==> src/rtl/xcvr_ber_test_sequencer.sv <==
// xcvr_ber_test_sequencer
// Autonomous bit-error-rate test sequencer. Acts as a simple Avalon-MM master
// on the CSR slave of one data pattern checker. For each run it selects the
// pattern, clears and enables the checker, waits for pattern lock, dwells,
// snapshots the 64-bit bit and error counters, and reports pass/fail.
//
// Optional build macro: BER_SEQ_CONTINUOUS_EN
//   When defined, the sequencer loops SNAP -> DWELL without clearing the
//   checker. It pulses done at every snapshot and evaluates pass on the
//   cumulative error count. Only stop leads to the disable write.
//   When undefined, each start produces exactly one measurement.

module xcvr_ber_test_sequencer #(
  parameter int LOCK_TIMEOUT = 65535,
  parameter int DWELL_W      = 32
) (
  input  logic               csr_clk_clk,
  input  logic               reset_reset_n,
  input  logic               start,
  input  logic               stop,
  input  logic [2:0]         pattern_sel,
  input  logic [DWELL_W-1:0] dwell_cycles,
  output logic [2:0]         m_address,
  output logic               m_write,
  output logic               m_read,
  output logic [3:0]         m_byteenable,
  output logic [31:0]        m_writedata,
  input  logic [31:0]        m_readdata,
  output logic               busy,
  output logic               done,
  output logic               pass,
  output logic               lock_fail,
  output logic [63:0]        bit_count,
  output logic [63:0]        err_count
);

  // Checker CSR addresses
  localparam logic [2:0] ADDR_CTRL    = 3'd0;
  localparam logic [2:0] ADDR_STATUS  = 3'd1;
  localparam logic [2:0] ADDR_PATTERN = 3'd2;
  localparam logic [2:0] ADDR_BIT_LO  = 3'd3;
  localparam logic [2:0] ADDR_BIT_HI  = 3'd4;
  localparam logic [2:0] ADDR_ERR_LO  = 3'd5;
  localparam logic [2:0] ADDR_ERR_HI  = 3'd6;

  // Sequencer states. PAT..SNAP_W are contiguous so that the "stop may
  // abort here" window is a simple range compare.
  localparam logic [3:0] ST_IDLE     = 4'd0;
  localparam logic [3:0] ST_PAT      = 4'd1;
  localparam logic [3:0] ST_CLR      = 4'd2;
  localparam logic [3:0] ST_EN       = 4'd3;
  localparam logic [3:0] ST_POLL     = 4'd4;
  localparam logic [3:0] ST_POLL_W   = 4'd5;
  localparam logic [3:0] ST_DWELL    = 4'd6;
  localparam logic [3:0] ST_SNAP0    = 4'd7;
  localparam logic [3:0] ST_SNAP1    = 4'd8;
  localparam logic [3:0] ST_SNAP2    = 4'd9;
  localparam logic [3:0] ST_SNAP3    = 4'd10;
  localparam logic [3:0] ST_SNAP_W   = 4'd11;
  localparam logic [3:0] ST_SNAP_UPD = 4'd12;
  localparam logic [3:0] ST_CREP     = 4'd13;
  localparam logic [3:0] ST_DIS      = 4'd14;
  localparam logic [3:0] ST_DONE     = 4'd15;

  // Poll counter only has to reach LOCK_TIMEOUT-1
  localparam int POLL_CW = (LOCK_TIMEOUT < 2) ? 1 : $clog2(LOCK_TIMEOUT);
  localparam logic [POLL_CW-1:0] POLL_LAST = POLL_CW'(LOCK_TIMEOUT - 1);

  logic [3:0]         state;
  logic [3:0]         next_state;
  logic [2:0]         pat_q;
  logic [DWELL_W-1:0] dwell_q;
  logic [DWELL_W-1:0] dwell_cnt;
  logic [POLL_CW-1:0] poll_cnt;
  logic [31:0]        sh_bit_lo;
  logic [31:0]        sh_bit_hi;
  logic [31:0]        sh_err_lo;
  logic [31:0]        sh_err_hi;
  logic               measured;
  logic               in_run;
  logic               abort;
  logic               locked;
  logic               last_poll;
  logic               dwell_done;

  assign in_run     = (state >= ST_PAT) && (state <= ST_SNAP_W);
  assign abort      = stop && in_run;
  assign locked     = m_readdata[0];
  assign last_poll  = (poll_cnt == POLL_LAST);
  assign dwell_done = (dwell_cnt == (dwell_q - DWELL_W'(1)));

  assign busy         = (state != ST_IDLE);
  assign done         = (state == ST_DONE) || (state == ST_CREP);
  assign m_byteenable = (m_write || m_read) ? 4'hF : 4'h0;

  // Next-state decode; an abort during a run always heads for the disable write
  always_comb begin
    next_state = state;
    if (abort) begin
      next_state = ST_DIS;
    end else begin
      case (state)
        ST_IDLE:     if (start) next_state = ST_PAT;
        ST_PAT:      next_state = ST_CLR;
        ST_CLR:      next_state = ST_EN;
        ST_EN:       next_state = ST_POLL;
        ST_POLL:     next_state = ST_POLL_W;
        ST_POLL_W: begin
          if (locked)         next_state = ST_DWELL;
          else if (last_poll) next_state = ST_DIS;
          else                next_state = ST_POLL;
        end
        ST_DWELL:    if (dwell_done) next_state = ST_SNAP0;
        ST_SNAP0:    next_state = ST_SNAP1;
        ST_SNAP1:    next_state = ST_SNAP2;
        ST_SNAP2:    next_state = ST_SNAP3;
        ST_SNAP3:    next_state = ST_SNAP_W;
        ST_SNAP_W:   next_state = ST_SNAP_UPD;
`ifdef BER_SEQ_CONTINUOUS_EN
        ST_SNAP_UPD: next_state = stop ? ST_DIS : ST_CREP;
        ST_CREP:     next_state = ST_DWELL;
`else
        ST_SNAP_UPD: next_state = ST_DIS;
        ST_CREP:     next_state = ST_IDLE;
`endif
        ST_DIS:      next_state = ST_DONE;
        ST_DONE:     next_state = ST_IDLE;
        default:     next_state = ST_IDLE;
      endcase
    end
  end

  // CSR master strobes decoded from the state; one access per state
  always_comb begin
    m_address   = 3'd0;
    m_write     = 1'b0;
    m_read      = 1'b0;
    m_writedata = 32'h0;
    case (state)
      ST_PAT: begin
        m_write     = 1'b1;
        m_address   = ADDR_PATTERN;
        m_writedata = {29'b0, pat_q};
      end
      ST_CLR: begin
        m_write     = 1'b1;
        m_address   = ADDR_CTRL;
        m_writedata = 32'h2;
      end
      ST_EN: begin
        m_write     = 1'b1;
        m_address   = ADDR_CTRL;
        m_writedata = 32'h1;
      end
      ST_POLL: begin
        m_read    = 1'b1;
        m_address = ADDR_STATUS;
      end
      ST_SNAP0: begin
        m_read    = 1'b1;
        m_address = ADDR_BIT_LO;
      end
      ST_SNAP1: begin
        m_read    = 1'b1;
        m_address = ADDR_BIT_HI;
      end
      ST_SNAP2: begin
        m_read    = 1'b1;
        m_address = ADDR_ERR_LO;
      end
      ST_SNAP3: begin
        m_read    = 1'b1;
        m_address = ADDR_ERR_HI;
      end
      ST_DIS: begin
        m_write     = 1'b1;
        m_address   = ADDR_CTRL;
        m_writedata = 32'h0;
      end
      default: begin
        m_write = 1'b0;
      end
    endcase
  end

  // State register, run bookkeeping, snapshot capture and result flags
  always_ff @(posedge csr_clk_clk or negedge reset_reset_n) begin
    if (!reset_reset_n) begin
      state     <= ST_IDLE;
      pat_q     <= 3'd0;
      dwell_q   <= DWELL_W'(1);
      dwell_cnt <= '0;
      poll_cnt  <= '0;
      sh_bit_lo <= 32'h0;
      sh_bit_hi <= 32'h0;
      sh_err_lo <= 32'h0;
      sh_err_hi <= 32'h0;
      bit_count <= 64'h0;
      err_count <= 64'h0;
      pass      <= 1'b0;
      lock_fail <= 1'b0;
      measured  <= 1'b0;
    end else begin
      state <= next_state;
      case (state)
        ST_IDLE: begin
          if (start) begin
            pass      <= 1'b0;
            lock_fail <= 1'b0;
            measured  <= 1'b0;
            poll_cnt  <= '0;
            dwell_cnt <= '0;
            pat_q     <= pattern_sel;
            dwell_q   <= (dwell_cycles == '0) ? DWELL_W'(1) : dwell_cycles;
          end
        end
        ST_POLL_W: begin
          if (!abort && !locked) begin
            if (last_poll) lock_fail <= 1'b1;
            else           poll_cnt  <= poll_cnt + POLL_CW'(1);
          end
        end
        ST_DWELL: begin
          if (dwell_done) dwell_cnt <= '0;
          else            dwell_cnt <= dwell_cnt + DWELL_W'(1);
        end
        ST_SNAP1:  sh_bit_lo <= m_readdata;
        ST_SNAP2:  sh_bit_hi <= m_readdata;
        ST_SNAP3:  sh_err_lo <= m_readdata;
        ST_SNAP_W: sh_err_hi <= m_readdata;
        ST_SNAP_UPD: begin
          bit_count <= {sh_bit_hi, sh_bit_lo};
          err_count <= {sh_err_hi, sh_err_lo};
`ifdef BER_SEQ_CONTINUOUS_EN
          if (stop) begin
            measured <= 1'b0;
          end else begin
            measured <= 1'b1;
            pass     <= ({sh_err_hi, sh_err_lo} == 64'h0);
          end
`else
          measured <= 1'b1;
`endif
        end
        ST_DIS: begin
          pass <= measured && !lock_fail && (err_count == 64'h0);
        end
        default: begin
          pass <= pass;
        end
      endcase
      if (abort) measured <= 1'b0;
    end
  end

endmodule

==> config.mk <==
export PLATFORM = sky130hd
export DESIGN_NAME = xcvr_ber_test_sequencer
export DESIGN_NICKNAME = d
export VERILOG_FILES = /design/src/rtl/xcvr_ber_test_sequencer.sv
export SDC_FILE = /design/constraint.sdc
export NUM_CORES = 1
export LEC_CHECK = 0
export CORE_ASPECT_RATIO = 1.1
export CORE_UTILIZATION = 40
export CTS_CLUSTER_SIZE = 24
export DETAILED_ROUTE_END_ITERATION = 12
export SLEW_MARGIN = 20
export SYNTH_ARGS = -nofsm -noshare
export SYNTH_HDL_FRONTEND = slang
export SYNTH_SLANG_ARGS = --single-unit
==> constraint.sdc <==
create_clock -name csr_clk_clk -period 7.1 [get_ports csr_clk_clk]
set_input_delay 1.42 -clock csr_clk_clk [delete_from_list [all_inputs] [get_ports csr_clk_clk]]
set_output_delay 1.42 -clock csr_clk_clk [all_outputs]
set_load 0.02 [all_outputs]
[Word-level counts from Yosys, hierarchy flattened]
Index checks and enable logic that the tools add are counted.
Word-level totals
  register bits: 346
  bits of input ports: 71
  logic and storage cells: 96
Cells by class
  add/sub/neg operators: 3
  magnitude comparators: 2
  equality and inequality tests: 23
  muxes and demuxes: 26
  reductions and logical operators: 28
Operators with widths (count)
  32-bit 2-to-1 mux: 3
  64-bit logical NOT: 1
  32-bit one-hot mux with 2 select lines: 1
  4-bit one-hot mux with 15 select lines: 1
  16-bit 2-to-1 mux: 3
  32-bit by 1-bit adder with 32-bit output (second input constant): 1
  32-bit equality test: 1
  4-bit equality test (second input constant): 8
  32-bit logical NOT: 1
  16-bit one-hot mux with 2 select lines: 1
  32-bit by 1-bit subtractor with 32-bit output (second input constant): 1
  4-bit 2-to-1 mux: 6
  3-bit one-hot mux with 6 select lines: 1
  16-bit by 1-bit adder with 16-bit output (second input constant): 1
  16-bit equality test (second input constant): 1
  4-bit by 3-bit equality test with 1-bit output (second input constant): 4
  2-bit AND reduction: 5
  3-bit one-hot mux with 3 select lines: 1
  4-bit by 2-bit equality test with 1-bit output (second input constant): 2
  2-bit != test (second input constant): 4
  4-bit AND reduction: 2
  1-bit 2-to-1 mux: 6
  3-bit != test (second input constant): 2
  1-bit one-hot mux with 2 select lines: 3
  13 further kinds: 22

[Logic depth before layout (Yosys ltp)]
  word-level depth: 7
  mapped depth: 14
  mapped depth without buffers: 11

[Worst setup path after synthesis]
OpenSTA, ideal clock, no wires.
  kind: reg-to-output
  from: reg state[0]
  to: out m_byteenable[1]
  arrival time: 1.841 ns
  required time: 5.680 ns
  path slack: 3.839 ns
  stages on the path, launching flop included: 6
  path buffers: 3
  path through: dfrtp_1 -> clkbuf_1 -> clkbuf_1 -> o221ai_1 -> or2_2 -> buf_4
Between the ends
  word-level cells in the longest chain between the ends: 5
Ends and longest elaborated chain
  from (decl): RTL line 69  | logic [3:0] state;
  from (signal assigned): RTL line 204  | state <= next_state;
  4-bit equality test or 4-bit by 3-bit equality test with 1-bit output (tied branches): RTL line 139  | case (state)
  5-bit OR reduction (no source line) *
  1-bit 2-to-1 mux *: RTL line 139
  named net m_read: RTL line 25  | output logic m_read,
  1-bit logical OR *: RTL line 94  | assign m_byteenable = (m_write || m_read) ? 4'hF : 4'h0;
  4-bit 2-to-1 mux *: RTL line 94
  to (decl): RTL line 26  | output logic [3:0] m_byteenable,
Mark *: on every way through the listed nets, which the timed path passes. The rest lies on a longest branch.

[Worst setup path in the final report]
  from: reg state[3]
  to: out m_byteenable[3]
Between the ends
  word-level cells in the longest chain between the ends: 5
Ends and longest elaborated chain (RTL line)
  4-bit equality test, or another cell as far along: 139
  5-bit OR reduction (no source line) or 4-bit OR reduction (tied branches)
  1-bit 2-to-1 mux: 139
  1-bit logical OR *: 94
  4-bit 2-to-1 mux *: 94
Mark *: on every way between the ends. The rest lies on a longest branch, timed or not.

==> run_results.csv <==
group,metric,value,unit
layout,design_area,19500,um^2
power,power_density,470,nW/um^2
routing,wl_per_cell,19.3,um
worst_setup_path,path_common_cell,"sky130_fd_sc_hd__nor2_1",
clocking,post_cts.repair.setup_buffers,0,
yosys,synthCells,1332,
power,p_sw_share,35.7,%
worst_setup_path,reg2reg_depth,10,
worst_setup_path,timing.critical_path.arrival,2810,ps
die,top_level_ports,244,
clocking,clock_latency,560,ps
global_routing,grt_first_pass_wirelength,62700,um
worst_setup_path,regToRegStartpoint,"dwell_q[9]",
worst_setup_path,worstPathRequired,5680,ps
worst_setup_path,cp-startpoint,"state[3]",
worst_setup_path,setup.worst_path.end_class,"primary output",
place,dpl.hpwl,26600,um
power,power.net_switching,3.27,mW
global_routing,groute.usage.overall,20.2,%
clocking,clock_tree.htree_level_count,2,
timing,timing.hold.ws,468,ps
layout,final-instance-count-excl-fill,2053,
routing,drt_iter0_markers,580,
worst_setup_path,path_class,"flip-flop to primary output",
yosys,number_of_synthesized_flops_with_an_enable_pin,0,
routing,via_per_instance_ratio,5.29,
die,die-width,191,um
die,die_height,210,um
worst_setup_path,cp-start-kind,"flip-flop",
layout,layout_cell_share_with_drive_strength_beyond_1,22.7,%
timing,slew_headroom,29.3,%
yosys,synthesized_area_per_cell,11.8,um^2
timing,finalSetupViolations,0,
layout,number_of_nets_in_the_layout,1597,
die,die_footprint,40000,um^2
clocking,post_cts_resize_count,0,
global_routing,grt_max_degree,176,
layout,synthToLayoutAreaGrowth,24.2,%
place,port_buffers,214,
timing,period_needed,4230,ps
power,power_frac_seq,38.6,%
clocking,cts_tree,"built",
clocking,cts_buffer_depth,3,
routing,drt_first_pass_iters,6,
place,post_dp_cell_area,18100,um^2
yosys,yosysWarningCount,0,
clocking,clk_pin_slew_worst_paths,60,ps
layout,n_antenna_cell,0,
die,core-area,38400,um^2
die,rows,75,
power,internal-power,5.88,mW
yosys,synth_sequential_area_ratio,55.3,%
worst_setup_path,path_max_fanout,15,
place,gp_congestion,0.925,
yosys,syn-cell-area,15700,um^2
timing,tightest_pin_transition,1060,ps
hold_path,whs_path_depth,2,
place,placed_cells,1980,
clocking,cts-hold-fix-buffers,0,
yosys,synthFlopType,"sky130_fd_sc_hd__dfrtp_1",
timing,setup_total_negative_slack,0,ps
yosys,yosys.cell_types.count,66,
routing,final_antenna_net_count,0,
worst_setup_path,cp_slowest_cell,"sky130_fd_sc_hd__dfrtp_1",
routing,drcViolationCount,0,
yosys,synth_seq_cells,346,
power,p_comb_share,38.9,%
routing,dr_total_vias,10900,
timing,report.final.hold_viol_count,0,
timing,slew_violations,0,
flow_run,cap_viol_max_count,0,
power,post-layout-total-power,9.15,mW
global_routing,vias_in_the_first_global_route,11100,
routing,drt-total-wl,39600,um
clocking,tritoncts_num_sinks,346,
power,max-vdd-ir-drop,0.000262,V
worst_setup_path,cp_cell_sequence,"inv_1, nor2_1, nor2_1, o221ai_1, or2_2, clkdlybuf4s50_1",
yosys,ys_async_sr_fraction,100,%
clocking,cts_made_buffers,40,
hold_path,worst_hold_path_type,"flip-flop to flip-flop",
timing,fin_skew,17.5,ps
die,initial_core_util,40.8,%
power,leakagePower,8.36,nW
worst_setup_path,critPathMaxStageDelay,620,ps
power,share_clk_of_total_power,22.5,%
global_routing,number_of_antenna_violations_at_the_first_check_in_global_routing,1,
timing,fmaxAchievable,236,MHz
timing,grt_setup_unrepaired,"false",
global_routing,grt-ovfl-total,0,
outcome,outcome,"finished clean",
clocking,clock_tree.root_cell,"sky130_fd_sc_hd__clkbuf_16",
hold_path,worst_hold_startpoint,"pat_q[2]",
timing,finalCritPeriodShare,59.6,%
## flip-flops by register name (all words and copies together), names as in the netlist
name	count
bit_count	64
sh_bit_hi	32
lock_fail	1
pass	1
sh_err_lo	32
measured	1
pat_q	3
err_count	64
dwell_q	32
sh_bit_lo	32
dwell_cnt	32
state	4
poll_cnt	16
sh_err_hi	32
## per-stage QoR
step	utilization (%)	setup WS, ps
final	50.7	2870
after global routing	50.7	2730
after CTS	50.7	2840
after detailed placement	47.3	3320
after global placement	47.2	3370
after floorplan	-	3840
## synthesized netlist by cell type (all sizes together) (5+ instances only)
cell type  number  area (um^2)
or2             6         37.5
a21o            5         37.5
mux2          257         2890
a221o           8         80.1
nand3          40          200
xor2           25          219
xnor2          27          236
a22o            7         61.3
or3            11         68.8
a21oi          30          154
and3           21          131
and2            8         50.1
inv            22         82.6
nor2           68          255
nand2         150          563
nand4          28          190
buf            49          327
o211ai          6         45.0
nand3b          5         37.5
clkbuf         53          199
dfrtp         345         8630
or4             5         37.5
nor3           22          115
o21ai          34          170
mux2i           6         60.1
nor4           33          234
## kinds of logic (layout without fill, tap and decap cells)
family,count (synthesis),in the layout,share of synthesized area [%]
other,1,29,0.0239
AOI/OAI and AO/OA,122,122,5.14
xor gates and xnor gates,53,53,3.06
buffers and inverters,124,317,3.88
DFF,346,346,55.3
and+or+nand+nor,419,419,13.4
muxes,263,263,18.9
adders and majority gates,4,4,0.319
## layer usage
layer | vias up | part of all wire, % | GRT usage [%]
li1 | 5040 | - | -
met1 | 5473 | 41 | 24.6
met2 | 280 | 47 | 32.6
met3 | 58 | 9.2 | 8.44
met4 | 2 | 2.1 | 5.71
met5 | - | 0.028 | 0
## cell usage in the layout (no fill, tap or decap), types with 6 or more instances in the layout
master                            Yosys  layout
sky130_fd_sc_hd__dfrtp_1            345     345
sky130_fd_sc_hd__mux2_2             257     257
sky130_fd_sc_hd__clkdlybuf4s50_1      0     213
sky130_fd_sc_hd__nand2_1            150     149
sky130_fd_sc_hd__nor2_1              68      67
sky130_fd_sc_hd__clkbuf_16            0      40
sky130_fd_sc_hd__nand3_1             40      39
sky130_fd_sc_hd__nor4_1              30      30
sky130_fd_sc_hd__a21oi_1             29      29
sky130_fd_sc_hd__conb_1               1      29
sky130_fd_sc_hd__nand4_1             27      27
sky130_fd_sc_hd__xnor2_1             27      27
sky130_fd_sc_hd__xor2_1              25      25
sky130_fd_sc_hd__inv_1               22      22
sky130_fd_sc_hd__o21ai_0             22      22
sky130_fd_sc_hd__and3_1              21      20
sky130_fd_sc_hd__nor3_1              21      19
sky130_fd_sc_hd__o21ai_1             12      12
sky130_fd_sc_hd__or3_1               11      11
sky130_fd_sc_hd__clkbuf_8             0      10
sky130_fd_sc_hd__clkinv_2             0       9
sky130_fd_sc_hd__a221o_1              8       8
sky130_fd_sc_hd__and2_1               8       7
sky130_fd_sc_hd__a22o_1               7       7
sky130_fd_sc_hd__clkbuf_1            53       7
sky130_fd_sc_hd__o211ai_1             6       6
sky130_fd_sc_hd__mux2i_1              6       6
sky130_fd_sc_hd__buf_4               32       6
## worst paths after layout
path / endpoint / slack [ps]
max: m_byteenable[3] / 2870
min: pat_q[2] / 470
max reg2reg: dwell_cnt[14] / 3420
min reg2reg: pat_q[2] / 470
max in group asynchronous: bit_count[32] / 4630
min in group asynchronous: dwell_q[11] / 950
## critical path, delay by kind of cell, from the launching register on
kind | cells | cell delay [ps]
buf+inv | 2 | 800
simple gates | 3 | 560
flops | 1 | 620
compound gates | 1 | 280
## power groups by stage
stage          Clock, mW  Combinational, mW  Sequential [mW]
2_1_floorplan          0               1.93             3.72
3_3_place_gp           0               3.54             3.53
3_5_place_dp           0               3.58             3.55
4_1_cts             2.12               3.60             3.54
5_1_grt             2.19               3.83             3.67
6_report            2.06               3.56             3.54
## final cells by class
cell class | instances | area [um^2]
flip-flops and latches | 346 | 8660
clock inverters | 16 | 154
well taps | 500 | 626
fillers | 3392 | 18900
clock buffers | 57 | 1160
repair buffers | 222 | 2240
multi-input cells | 890 | 6540
inverters | 22 | 82.6
Note: power is estimated with default switching activity, not from simulation.
